### src/rtl/dcsk_pkg.sv
// Shared DCSK modulator definitions: chaos/expansion widths and the
// symbol sequencer state encoding.
package dcsk_pkg;

    localparam int CHAOS_W = 16;
    localparam int XPND_W  = 256;

    typedef enum logic [1:0] {
        IDLE  = 2'd0,
        FETCH = 2'd1,
        REF   = 2'd2,
        DATA  = 2'd3
    } seq_state_t;

endpackage

### src/rtl/dcsk_symbol_sequencer.sv
// One DCSK symbol per data bit: fetch a chaos sample, then stream the
// expanded vector as a reference half and a (possibly inverted) data half.
module dcsk_symbol_sequencer
    import dcsk_pkg::*;
#(
    parameter int CHAOS_W = dcsk_pkg::CHAOS_W,
    parameter int XPND_W  = dcsk_pkg::XPND_W
) (
    input  logic               i_clk,
    input  logic               i_rst,
    input  logic               i_bit,
    input  logic               i_bit_valid,
    output logic               o_bit_ready,
    input  logic [CHAOS_W-1:0] i_chaos,
    input  logic               i_chaos_valid,
    output logic               o_chaos_req,
    output logic [CHAOS_W-1:0] o_xpnd_chaos,
    input  logic [XPND_W-1:0]  i_xpanded_chaos,
    output logic               o_chip,
    output logic               o_chip_valid,
    input  logic               i_chip_ready,
    output logic               o_phase,
    output logic               o_sym_done
);

    localparam int CNT_W = $clog2(XPND_W);
    localparam logic [CNT_W-1:0] LAST_CHIP = CNT_W'(XPND_W - 1);

    seq_state_t         state_reg;
    logic               bit_reg;
    logic [CNT_W-1:0]   cnt_reg;
    logic [CHAOS_W-1:0] xpnd_chaos_reg;
    logic               bit_ready_reg;
    logic               chaos_req_reg;
    logic               chip_valid_reg;
    logic               phase_reg;

    logic chip_xfer;
    logic last_chip;

    assign chip_xfer = chip_valid_reg && i_chip_ready;
    assign last_chip = (cnt_reg == LAST_CHIP);

    // Handshake flags are registered next to the state so each one is a
    // flop output that only ever reflects its owning state.
    always_ff @(posedge i_clk or posedge i_rst) begin
        if (i_rst) begin
            state_reg      <= IDLE;
            bit_reg        <= 1'b0;
            cnt_reg        <= '0;
            xpnd_chaos_reg <= '0;
            bit_ready_reg  <= 1'b1;
            chaos_req_reg  <= 1'b0;
            chip_valid_reg <= 1'b0;
            phase_reg      <= 1'b0;
        end else begin
            unique case (state_reg)
                IDLE: begin
                    if (i_bit_valid) begin
                        bit_reg       <= i_bit;
                        state_reg     <= FETCH;
                        bit_ready_reg <= 1'b0;
                        chaos_req_reg <= 1'b1;
                    end
                end
                FETCH: begin
                    if (i_chaos_valid) begin
                        xpnd_chaos_reg <= i_chaos;
                        cnt_reg        <= '0;
                        state_reg      <= REF;
                        chaos_req_reg  <= 1'b0;
                        chip_valid_reg <= 1'b1;
                        phase_reg      <= 1'b0;
                    end
                end
                REF: begin
                    if (chip_xfer) begin
                        if (last_chip) begin
                            cnt_reg   <= '0;
                            state_reg <= DATA;
                            phase_reg <= 1'b1;
                        end else begin
                            cnt_reg <= cnt_reg + 1'b1;
                        end
                    end
                end
                DATA: begin
                    if (chip_xfer) begin
                        if (last_chip) begin
                            cnt_reg        <= '0;
                            state_reg      <= IDLE;
                            chip_valid_reg <= 1'b0;
                            phase_reg      <= 1'b0;
                            bit_ready_reg  <= 1'b1;
                        end else begin
                            cnt_reg <= cnt_reg + 1'b1;
                        end
                    end
                end
                default: begin
                    state_reg      <= IDLE;
                    bit_ready_reg  <= 1'b1;
                    chaos_req_reg  <= 1'b0;
                    chip_valid_reg <= 1'b0;
                    phase_reg      <= 1'b0;
                end
            endcase
        end
    end

    assign o_bit_ready  = bit_ready_reg;
    assign o_chaos_req  = chaos_req_reg;
    assign o_chip_valid = chip_valid_reg;
    assign o_phase      = phase_reg;
    assign o_xpnd_chaos = xpnd_chaos_reg;

    // Data half inverts the reference when the captured bit is 0.
    assign o_chip = chip_valid_reg
                  & (i_xpanded_chaos[cnt_reg] ^ (phase_reg & ~bit_reg));

    assign o_sym_done = (state_reg == DATA) && chip_xfer && last_chip;

endmodule

### config.mk
export PLATFORM = sky130hd
export DESIGN_NAME = dcsk_symbol_sequencer
export DESIGN_NICKNAME = d
export VERILOG_FILES = /design/src/rtl/dcsk_pkg.sv /design/src/rtl/dcsk_symbol_sequencer.sv
export SDC_FILE = /design/constraint.sdc
export NUM_CORES = 1
export LEC_CHECK = 0
export ABC_CLOCK_PERIOD_IN_PS = 4400
export CAP_MARGIN = 20
export CORE_AREA = 2 2 118 120
export DETAILED_ROUTE_END_ITERATION = 10
export DIE_AREA = 0 0 120 122
export GPL_ROUTABILITY_DRIVEN = 0
export PLACE_DENSITY = 0.69
export SLEW_MARGIN = 20
export SYNTH_ARGS = -nofsm -noshare
export SYNTH_HDL_FRONTEND = slang
export SYNTH_SLANG_ARGS = --single-unit
### constraint.sdc
create_clock -name i_clk -period 4.4 [get_ports i_clk]
set_clock_uncertainty 0.15 [all_clocks]
set_input_delay 0.88 -clock i_clk [delete_from_list [all_inputs] [get_ports i_clk]]
set_output_delay 0.88 -clock i_clk [all_outputs]
set_load 0.03 [all_outputs]
Word level (Yosys, flattened, before mapping). Index checks and enable logic that the tools add are counted.

Input port bits: 278. Output and inout port bits: 22. Bits in registers: 31. Word-level logic and storage cells: 68.

Bitwise operators: 4. $add $sub $neg: 1. Reductions and logical operators: 18. Multiplexer cells: 25. $lt $le $gt $ge: 1. Equality and inequality tests: 11.

Operator list (number): $mux W8 (3); $pmux W8 S2 (1); $mux W2 (6); $ne A2 B2 Y1 const B (6); $reduce_and A6 Y1 (2); $lt A8 B9 Y1 const B (1); $mux W1 (9); $add A8 B1 Y8 const B (1); $bmux W1 S8 (1); $eq A8 B8 Y1 const B (1); $pmux W2 S4 (1); $reduce_and A4 Y1 (2); $reduce_bool A2 Y1 (4); $pmux W1 S2 (3); $reduce_and A3 Y1 (2); $eq A2 B2 Y1 const B (2); $reduce_and A2 Y1 (2); $logic_and A1 B1 Y1 (3); $pmux W1 S3 (1); $reduce_bool A3 Y1 (1); $and A1 B1 Y1 (2); $eq A2 B1 Y1 const B (1); $logic_not A2 Y1 (1); $ne A2 B1 Y1 const B (1); 3 further kinds (3).

Depth between registers and ports, before layout.
Depth after elaboration: 4. Gate-level depth with buffers: 11. Gate-level depth less buffers: 7.

Worst setup path after synthesis. OpenSTA, ideal clock, no wires.

Path kind: input port to output port. Start: input i_xpanded_chaos[249]. End: output o_chip. Arrival: 2932 ps. Stages on the path: 7. Required time: 3370 ps. Slack: 438 ps. Path buffers: 0. Path through: mux4_1 -> nor2b_1 -> o32a_1 -> a2111oi_4 -> a211oi_2 -> nand4_1 -> mux2i_1.

Cells in the longest elaborated chain, start to end: 4.

RTL lines: from (decl) (RTL line dcsk_symbol_sequencer.sv:18) `input logic [XPND_W-1:0] i_xpanded_chaos,`; $bmux W1 S8 (RTL line dcsk_symbol_sequencer.sv:119) `& (i_xpanded_chaos[cnt_reg] ^ (phase_reg & ~bit_reg));`; $mux W1 (not written as such) (RTL line dcsk_symbol_sequencer.sv:119); $xor A1 B1 Y1 (RTL line dcsk_symbol_sequencer.sv:119); $and A1 B1 Y1 (RTL line dcsk_symbol_sequencer.sv:119); to (decl) (RTL line dcsk_symbol_sequencer.sv:19) `output logic o_chip,`.

Every way passes these cells. The select of a mux whose other input is x is not followed.

Worst setup path in the final report. Ends and elaborated chain as after synthesis.

==> flow_metrics.tcl <==
set metrics [dict create \
    path_class "primary input to output port" \
    synth_cell_types 47 \
    drt-initial-drc-count 205 \
    rows 43 \
    ys_ff_latch 31 \
    hold_class "flop to flop" \
    mostFrequentLayoutCells "298 x clkdlybuf4s50_1, 48 x mux4_2, 29 x nand2_1" \
    floorplan.initialDensity 0.274 \
    grt_max_degree 34 \
    cts_buffer_depth 2 \
    worst-endpoint-arrival_ps 3240 \
    diodes 0 \
    drtAntennaViolNets 0 \
    synth_warnings 0 \
    drtPass1Iterations 4 \
    hold_viol_final 0 \
    cts_resized 0 \
    num-fill-cells 1221 \
    rsz0062_at_grt "false" \
    final_layout_size_suffix_gt1_frac 0.155 \
    layout.nets 907 \
    fmax_mhz 234 \
    core-area_um2 13500 \
    largest_reg_flops 16 \
    drc_errors 0 \
    async_flop_share 1.00 \
    synth_edf_count 0 \
    tns_ps 0 \
    peakVddDrop_mv 0.414 \
    gr-total-overflow 0 \
    utilization 0.520 \
    cts.htree.levels 2 \
    cts_tree "done" \
    cts-root-buf "clkbuf_16" \
    via_count 4125 \
    synth_ff_type "dfrtp_1" \
    syn_to_final_growth_pct 89.5 \
    setup_viol 0 \
    wl_met2_um 8440 \
    finalCritPeriodShare 0.971 \
    hold_depth 1 \
    grt_first_pass_wirelength_um 24300 \
    clk_latency_ps 270 \
    die_area_um2 14600 \
    p_per_area_nw_per_um2 404 \
    synthCells 331 \
    highest_layer "met4" \
    startpoint_type "primary input" \
    synth_area_leaders "mux4_2 29%, dfrtp_1 20%, mux2i_1 6.8%, mux2_2 6.4%, mux4_1 3.5%" \
    required_ps 3370 \
    yosysTopAreaCellShare 0.292 \
    die_x_um 120 \
    final_common_cell "clkdlybuf4s50_1" \
    slew_headroom 0.525 \
    path_clk_slew_ps 50 \
    r2r_cells 7 \
    slew_viol_final 0 \
    numCtsBuffers 5 \
    p_total_mw 2.84 \
    groute.usage.overall 0.213 \
    clkSinkCount 31 \
    avgViaCountPerCell 5.12 \
    wl_per_cell_um 20.1 \
    max_slew.worst_pin.slew_ps 713 \
    grt_pass1_vias 4494 \
    fin_crit_ps 4270 \
    syn_nets 614 \
    worstSetupEndpointType "output port" \
    postCtsSetupRepairBufs 0 \
    finalWirelength_um 16200 \
    p_leak_nw 2.54 \
    synth_top_area_cell "mux4_2" \
    met1Wirelength_um 6100 \
    syn_area_um2 3710 \
    ioPinCount 300 \
    ys_seq_area_frac 0.210 \
    met3_length_um 1350 \
    antenna_found_initial 0 \
    hpwl_um 13600 \
    die_y_um 122 \
    drv_cap 0 \
    portBuffers 299 \
    status "finished clean" \
    avgSynthCellArea_um2 11.2 \
    crit_fanout 1 \
]
## final timing paths
check | start | slack, ps | end
max reg2reg | cnt_reg[0] | 1470 | state_reg[1]
min in group asynchronous | i_rst | 720 | cnt_reg[0]
max in group asynchronous | i_rst | 2710 | o_bit_ready
max | i_xpanded_chaos[249] | 130 | o_chip
min reg2reg | o_xpnd_chaos[7] | 350 | o_xpnd_chaos[7]
min | o_xpnd_chaos[7] | 350 | o_xpnd_chaos[7]
## through the flow
step | std cells | hold WS [ps] | setup WS, ps | area (µm²)
6_report | 805 | 349 | 130 | 7020
5_1_grt | 805 | 364 | 30.1 | 7020
4_1_cts | 805 | 356 | 69.3 | 7020
3_5_place_dp | 797 | 345 | 68.1 | 6890
3_3_place_gp | 797 | 338 | 64.7 | 6890
2_1_floorplan | 331 | 337 | 438 | 3710
## metal layers
metal | vias to the layer above | track usage
li1 | 1921 | -
met1 | 1992 | 0.241
met2 | 189 | 0.403
met3 | 23 | 0.0515
met4 | 0 | 0.0463
met5 | - | 0
## cells by family (layout without fill, tap and decap cells)
family                     count (synthesis)  count (layout)  synth area share
AOI/OAI and AO/OA                         74              74             0.143
adders and majority gates                  5               5            0.0169
buffers and inverters                     35             329            0.0554
DFF                                       31              31             0.210
muxes                                     99              99             0.458
and+or+nand+nor                           87              87             0.116
## cell usage after synthesis (3+ instances only)
cell and number:
a21oi_1 10, dfrtp_1 30, o21ai_0 16, mux2i_1 25, nand3_1 3, o31ai_1 4, clkbuf_1 9, nor3_1 6
mux4_1 5, ha_1 5, mux4_2 48, nor2b_1 11, buf_2 9, buf_4 6, o221ai_1 7, o22ai_1 9
nand2_1 29, a22oi_1 11, nor2_1 14, mux2_2 21, nand2b_1 12, inv_1 7
## where the power goes
| group | internal [mW] | switching [mW] |
|---|---|---|
| Sequential | 0.399 | 0.142 |
| Clock | 0.208 | 0.113 |
| Combinational | 1.10 | 0.879 |
| Total | 1.70 | 1.13 |
## area by class of cell
type                    instances  area, µm²  area share
multi-input cells             265       2720       0.388
inverters                       7       26.3     0.00374
well taps                     180        225      0.0321
repair buffers                314       3130       0.445
flip-flops and latches         31        782       0.111
clock inverters                 1       5.00    0.000713
clock buffers                   7        133      0.0189
## worst max-delay path, stage by stage
cell and delay, ps:
clkdlybuf4s50_1 400, mux4_1 500, nor2b_1 150, o32a_1 370
a2111oi_4 310, a211oi_2 70, nand4_1 170, mux2i_1 200
buf_4 180
## timing repair
action	CTS	global route
hold buffers	0	0
endpoints found under the hold margin	0	0
setup endpoints to repair	0	1
(Power assumes the default switching activity.)
